**config.mk**
```make
export PLATFORM = sky130hd
export DESIGN_NAME = imem_boot_loader_flat
export DESIGN_NICKNAME = d
export VERILOG_FILES = /design/src/rtl/imem_boot_loader_pkg.sv /design/src/rtl/imem_boot_loader_if.sv /design/src/rtl/imem_boot_loader_stream_byte_pair.sv /design/src/rtl/imem_boot_loader.sv /design/src/flat_wrapper.sv
export SDC_FILE = /design/constraint.sdc
export NUM_CORES = 1
export LEC_CHECK = 0
export ABC_AREA = 1
export CAP_MARGIN = 20
export CORE_UTILIZATION = 53
export CTS_CLUSTER_SIZE = 16
export DETAILED_ROUTE_END_ITERATION = 8
export HOLD_SLACK_MARGIN = 0.05
export PLACE_DENSITY = 0.79
export SLEW_MARGIN = 40
export SYNTH_ARGS = -nofsm -noshare
export SYNTH_HDL_FRONTEND = slang
export SYNTH_HIERARCHICAL = 1
export SYNTH_SLANG_ARGS = --single-unit
```
**constraint.sdc**
```tcl
create_clock -name clk -period 1.87 [get_ports clk]
set_input_delay 0.187 -clock clk [delete_from_list [all_inputs] [get_ports clk]]
set_output_delay 0.187 -clock clk [all_outputs]
set_load 0.03 [all_outputs]
```
**src/rtl/imem_boot_loader_pkg.sv**
```systemverilog
// Shared constants and state encoding for the instruction-memory boot loader.
package imem_boot_loader_pkg;

  localparam int unsigned ADDR_W  = 4;
  localparam int unsigned DEPTH   = 1 << ADDR_W;
  localparam int unsigned INSTR_W = 16;
  localparam int unsigned BYTE_W  = 8;
  localparam int unsigned CNT_W   = $clog2(DEPTH + 1);

  // Frame field order: each instruction arrives high byte first.
  localparam bit HI_FIRST = 1'b1;

  typedef enum logic [2:0] {
    ST_CNT  = 3'd0,
    ST_HI   = 3'd1,
    ST_LO   = 3'd2,
    ST_CHK  = 3'd3,
    ST_DONE = 3'd4,
    ST_ERR  = 3'd5
  } state_e;

  function automatic logic count_ok(input logic [BYTE_W-1:0] n);
    return (n != '0) && (n <= BYTE_W'(DEPTH));
  endfunction

endpackage

```
**src/rtl/imem_boot_loader_if.sv**
```systemverilog
// Byte-stream input, instruction-memory write port and core-control status of the loader.
interface imem_boot_loader_if;
  import imem_boot_loader_pkg::*;

  logic                byte_valid;
  logic [BYTE_W-1:0]   byte_data;
  logic                byte_ready;
  logic                restart;
  logic                imem_we;
  logic [ADDR_W-1:0]   imem_addr;
  logic [INSTR_W-1:0]  imem_wdata;
  logic                cpu_hold;
  logic                load_done;
  logic                load_error;

  modport master (
    output byte_valid, byte_data, restart,
    input  byte_ready, imem_we, imem_addr, imem_wdata, cpu_hold, load_done, load_error
  );

  modport slave (
    input  byte_valid, byte_data, restart,
    output byte_ready, imem_we, imem_addr, imem_wdata, cpu_hold, load_done, load_error
  );

endinterface

```
**src/rtl/imem_boot_loader_stream_byte_pair.sv**
```systemverilog
// Pairs stream bytes into instruction words with a registered one-cycle word_valid,
// and keeps the running XOR of every instruction byte.
module imem_boot_loader_stream_byte_pair
  import imem_boot_loader_pkg::*;
(
  input  logic               clk,
  input  logic               rst,
  input  logic               clr_i,
  input  logic               hi_en_i,
  input  logic               lo_en_i,
  input  logic [BYTE_W-1:0]  byte_i,
  output logic [INSTR_W-1:0] word_o,
  output logic               word_valid_o,
  output logic [BYTE_W-1:0]  csum_o
);

  logic [BYTE_W-1:0]  hi_q, hi_d;
  logic [BYTE_W-1:0]  csum_q, csum_d;
  logic [INSTR_W-1:0] word_q, word_d;
  logic               wv_q, wv_d;

  always_comb begin
    hi_d   = hi_q;
    csum_d = csum_q;
    word_d = word_q;
    wv_d   = 1'b0;
    if (clr_i) begin
      csum_d = '0;
    end
    if (hi_en_i) begin
      hi_d   = byte_i;
      csum_d = csum_q ^ byte_i;
    end
    if (lo_en_i) begin
      word_d = HI_FIRST ? {hi_q, byte_i} : {byte_i, hi_q};
      wv_d   = 1'b1;
      csum_d = csum_q ^ byte_i;
    end
  end

  always_ff @(posedge clk) begin
    if (rst) begin
      hi_q   <= '0;
      csum_q <= '0;
      word_q <= '0;
      wv_q   <= 1'b0;
    end else begin
      hi_q   <= hi_d;
      csum_q <= csum_d;
      word_q <= word_d;
      wv_q   <= wv_d;
    end
  end

  assign word_o       = word_q;
  assign word_valid_o = wv_q;
  assign csum_o       = csum_q;

endmodule

```
**src/rtl/imem_boot_loader.sv**
```systemverilog
// Loads a counted, checksummed byte-stream program into instruction memory and
// holds the core in reset until a complete, verified program is present.
module imem_boot_loader
  import imem_boot_loader_pkg::*;
(
  input  logic                 clk,
  input  logic                 rst,
  imem_boot_loader_if.slave    bus
);

  state_e             state_q, state_d;
  logic [CNT_W-1:0]   rem_q, rem_d;
  logic [ADDR_W-1:0]  addr_q, addr_d;
  logic               ready_q, ready_d;
  logic               hold_q, hold_d;
  logic               done_q, done_d;
  logic               err_q, err_d;

  logic               accept_c;
  logic               clr_c;
  logic               hi_en_c;
  logic               lo_en_c;
  logic [INSTR_W-1:0] word;
  logic               word_valid;
  logic [BYTE_W-1:0]  csum;

  imem_boot_loader_stream_byte_pair u_pair (
    .clk          (clk),
    .rst          (rst),
    .clr_i        (clr_c),
    .hi_en_i      (hi_en_c),
    .lo_en_i      (lo_en_c),
    .byte_i       (bus.byte_data),
    .word_o       (word),
    .word_valid_o (word_valid),
    .csum_o       (csum)
  );

  assign accept_c = bus.byte_valid && ready_q;

  always_comb begin
    state_d = state_q;
    rem_d   = rem_q;
    addr_d  = addr_q;
    clr_c   = 1'b0;
    hi_en_c = 1'b0;
    lo_en_c = 1'b0;

    // Address advances once the write it labelled has been presented.
    if (word_valid) begin
      addr_d = addr_q + ADDR_W'(1);
    end

    case (state_q)
      ST_CNT: begin
        if (accept_c) begin
          if (count_ok(bus.byte_data)) begin
            rem_d   = CNT_W'(bus.byte_data);
            addr_d  = '0;
            clr_c   = 1'b1;
            state_d = ST_HI;
          end else begin
            state_d = ST_ERR;
          end
        end
      end
      ST_HI: begin
        if (accept_c) begin
          hi_en_c = 1'b1;
          state_d = ST_LO;
        end
      end
      ST_LO: begin
        if (accept_c) begin
          lo_en_c = 1'b1;
          rem_d   = rem_q - CNT_W'(1);
          state_d = (rem_q == CNT_W'(1)) ? ST_CHK : ST_HI;
        end
      end
      ST_CHK: begin
        if (accept_c) begin
          state_d = (bus.byte_data == csum) ? ST_DONE : ST_ERR;
        end
      end
      ST_DONE, ST_ERR: begin
        if (bus.restart) begin
          state_d = ST_CNT;
        end
      end
      default: state_d = ST_CNT;
    endcase

    ready_d = (state_d != ST_DONE) && (state_d != ST_ERR);
    hold_d  = (state_d != ST_DONE);
    done_d  = (state_d == ST_DONE);
    err_d   = (state_d == ST_ERR);
  end

  always_ff @(posedge clk) begin
    if (rst) begin
      state_q <= ST_CNT;
      rem_q   <= '0;
      addr_q  <= '0;
      ready_q <= 1'b1;
      hold_q  <= 1'b1;
      done_q  <= 1'b0;
      err_q   <= 1'b0;
    end else begin
      state_q <= state_d;
      rem_q   <= rem_d;
      addr_q  <= addr_d;
      ready_q <= ready_d;
      hold_q  <= hold_d;
      done_q  <= done_d;
      err_q   <= err_d;
    end
  end

  assign bus.byte_ready = ready_q;
  assign bus.imem_we    = word_valid;
  assign bus.imem_addr  = addr_q;
  assign bus.imem_wdata = word;
  assign bus.cpu_hold   = hold_q;
  assign bus.load_done  = done_q;
  assign bus.load_error = err_q;

endmodule

```
**src/flat_wrapper.sv**
```systemverilog
// flat-port wrapper written by rule: the top's interface ports become plain ports
module imem_boot_loader_flat import imem_boot_loader_pkg::*;
  (clk, rst, bus_byte_valid, bus_byte_data, bus_restart, bus_byte_ready, bus_imem_we, bus_imem_addr, bus_imem_wdata, bus_cpu_hold, bus_load_done, bus_load_error);
  imem_boot_loader_if bus_i ();
  input  logic clk;
  input  logic rst;
  input wire logic [$bits(bus_i.byte_valid)-1:0] bus_byte_valid;
  input wire logic [$bits(bus_i.byte_data)-1:0] bus_byte_data;
  input wire logic [$bits(bus_i.restart)-1:0] bus_restart;
  output wire logic [$bits(bus_i.byte_ready)-1:0] bus_byte_ready;
  output wire logic [$bits(bus_i.imem_we)-1:0] bus_imem_we;
  output wire logic [$bits(bus_i.imem_addr)-1:0] bus_imem_addr;
  output wire logic [$bits(bus_i.imem_wdata)-1:0] bus_imem_wdata;
  output wire logic [$bits(bus_i.cpu_hold)-1:0] bus_cpu_hold;
  output wire logic [$bits(bus_i.load_done)-1:0] bus_load_done;
  output wire logic [$bits(bus_i.load_error)-1:0] bus_load_error;
  assign bus_i.byte_valid = bus_byte_valid;
  assign bus_i.byte_data = bus_byte_data;
  assign bus_i.restart = bus_restart;
  assign bus_byte_ready = bus_i.byte_ready;
  assign bus_imem_we = bus_i.imem_we;
  assign bus_imem_addr = bus_i.imem_addr;
  assign bus_imem_wdata = bus_i.imem_wdata;
  assign bus_cpu_hold = bus_i.cpu_hold;
  assign bus_load_done = bus_i.load_done;
  assign bus_load_error = bus_i.load_error;
  imem_boot_loader u_core (.clk(clk), .rst(rst), .bus(bus_i));
endmodule
```
==> flow_summary.yaml <==
outcome:
  outcome: "complete, no violations"
global_route:
  use_met2_pct: 40.44
  grt_pass1_vias: 1911
  globalRouteMet1Util_pct: 29.15
  overflow: 0
  grt_max_degree: 27
  track_usage_pct: 23.85
  grt_pass1_wl_um: 8280
  grt_util_met3_pct: 5.099
  top_usage_layer: "met2"
  antenna_found_initial: 0
logic_synthesis:
  syn-cell-area_um2: 2343
  yosysSeqAreaShare_pct: 41.86
  synth-edff-count: 0
  synthArstFlopShare_pct: 0
  synth_warnings: 6
  synth.most_common_cell: "nand2_1"
  synth_largest_area_cell: "dfxtp_1"
  yosysTopAreaCellShare_pct: 41.86
  yosys-top-cells-count: "nand2_1 (80), dfxtp_1 (49), nor2_1 (38)"
  syn_nets: 341
  avgSynthCellArea_um2: 7.189
  yosys-top-cells-area: "dfxtp_1 (42%), nand2_1 (13%), a21oi_1 (6.4%)"
  ys.flop_type: "dfxtp_1"
  synth_cell_types: 29
  synth-seq-cells: 49
  netlist_instances: 326
placed_design:
  place.gp.congestion: 0.9150
  portBuffers: 36
  hpwl_um: 3817
sta:
  setup_viol: 0
  fmax_mhz: 595.8
  clock_skew_ns: 0.005698
  slew_violations: 0
  hold_viol: 0
  slew_headroom_pct: 76.45
  final.min_clock_period_ns: 1.679
  rsz0062_at_grt: "false"
  fin_tns_setup_ns: 0
  worst_pin_slew_ns: 0.3505
  period_share_pct: 89.76
drt:
  wl_um: 5185
  vias: 2182
  drc: 0
  dr.pass1.iters: 4
  postRouteAntennaNets: 0
  dr.first_iter.drc_count: 175
  vias_per_cell: 5.122
  post_drt_wl_per_cell_um: 12.17
die:
  ios: 37
  coreArea_um2: 4115
  rows: 23
  die_area_um2: 4692
  start_util_pct: 56.95
  fp.dieW_um: 68.50
  die_h_um: 68.50
layout:
  diodes: 0
  seq_area_um2: 980.9
  drive_gt1_share_pct: 11.17
  num-fill-cells: 348
  multiInputGateArea_um2: 1110
  areaGrowthSynthToFinish_pct: 24.56
  final_nets: 391
critical_path:
  cp-start-kind: "flip-flop"
  crit_family: "buffers and inverters"
  worstSetupPathType: "flip-flop to primary output"
  slowest_delay_ns: 0.73
  regToRegStartpoint: "u_core/state_q[0]"
  required_ns: 1.68
  r2r_setup_slack_ns: 0.27
  endpoint_kind: "primary output"
  crit_chain: "clkdlybuf4s50_1"
  reg2reg_depth: 10
  worstPathArrival_ns: 1.49
  slowest_stage: "clkdlybuf4s50_1"
  crit_buf_inv: 1
  critPathMaxFanout: 7
  r2r_end: "u_core/u_pair/csum_o[5]"
worst_hold_path:
  whs_path_depth: 2
  hold-path-endpoint: "u_core/u_pair/word_o[13]"
  min_path_type: "flip-flop to flip-flop"
  worstHoldStart: "u_core/u_pair/hi_q[5]"
clock_network:
  clk_pin_slew_ns: 0.08
  root_buffer: "clkbuf_8"
  cts_tree: "yes"
  cts_setup_buffers: 0
  cts_buffers: 5
  htreeDepth: 2
  cts_max_path_buffers: 2
  cts_sinks: 49
  cts_resized: 0
  cts_hold_buf: 0
  clk_latency_ns: 0.29
run:
  drv_cap: 0
pwr:
  p_leak_nw: 1.255
  power.density_nw_per_um2: 827.7
  power_mw: 2.416
  vdd_drop_max_mv: 0.6100
-- registers in the layout, indices dropped and copies added, names as in the netlist --
signal                      flops
u_core/bus.byte_ready           1
u_core/bus.cpu_hold             1
u_core/bus.imem_addr            4
u_core/bus.load_done            1
u_core/bus.load_error           1
u_core/rem_q                    5
u_core/state_q                  3
u_core/u_pair/csum_o            8
u_core/u_pair/hi_q              8
u_core/u_pair/word_o           16
u_core/u_pair/word_valid_o      1
-- stage by stage --
stage               cell area [um^2]  hold WS, ns  setup WS (ns)  instances  util [%]
global placement                2815       0.4387         0.1086        419     68.41
finish                          2919       0.4574         0.1915        426     70.93
floorplan                       2344       0.2561         0.2338        326         -
detailed placement              2815       0.4456        0.08568        419     68.41
CTS                             2919       0.4586         0.1834        426     70.93
global route                    2919       0.4792         0.1361        426     70.93
-- logic make-up after synthesis --
group	synth area share, %
simple gates	28.30
flops	41.86
compound gates	14.58
buf+inv	11.05
fa+ha+maj	1.602
xor+xnor	2.616
-- worst max path at each step --
stage / startpoint / to / slack [ns] / depth (start not counted)
after CTS: u_core/u_pair/word_valid_o / bus_imem_we / 0.18 / 1
after global placement: bus_byte_valid / u_core/u_pair/hi_q[4] / 0.11 / 7
after detailed placement: bus_byte_valid / u_core/u_pair/csum_o[7] / 0.09 / 8
after global routing: u_core/u_pair/word_valid_o / bus_imem_we / 0.14 / 1
final: u_core/u_pair/word_valid_o / bus_imem_we / 0.19 / 1
after floorplan: u_core/bus.byte_ready / u_core/u_pair/hi_q[4] / 0.23 / 7
-- layout by cell type, fill, tap and decap left out, types with 3 or more instances in the layout --
master / netlist / routed
inv_4: 3 / 3
o21ai_0: 21 / 21
nand2_1: 80 / 80
ha_1: 3 / 3
xnor2_1: 6 / 6
buf_4: 4 / 16
inv_2: 4 / 4
inv_1: 34 / 34
nand3_1: 15 / 15
nor2_1: 38 / 38
dfxtp_1: 49 / 49
o21ai_1: 10 / 10
a21oi_1: 30 / 30
clkdlybuf4s50_1: 0 / 36
nand4_1: 4 / 4
clkbuf_8: 0 / 5
nand2_2: 3 / 3
-- metal layers --
layer,routed length (um),vias to the layer above
li1,-,1133
met1,2292,982
met2,2557,61
met3,290,6
met4,44,0
met5,0,-
-- final cells by class --
| type | instances | share of cell area [%] |
|---|---|---|
| clock inverter | 2 | 1.200 |
| tap | 50 | 2.143 |
| multi-input combinational | 226 | 38.02 |
| sequential | 49 | 33.60 |
| timing repair buffer | 53 | 17.15 |
| clock buffer | 5 | 2.357 |
| inverter | 41 | 5.529 |
-- report_power, final --
| part | leakage, nW | total, mW | switching (mW) | internal (mW) |
|---|---|---|---|---|
| registers | 0.397 | 1.16 | 0.0428 | 1.12 |
| logic | 0.804 | 0.542 | 0.330 | 0.212 |
| clock network | 0.0540 | 0.716 | 0.328 | 0.389 |
No activity file was read; power rests on OpenSTA's default activity.
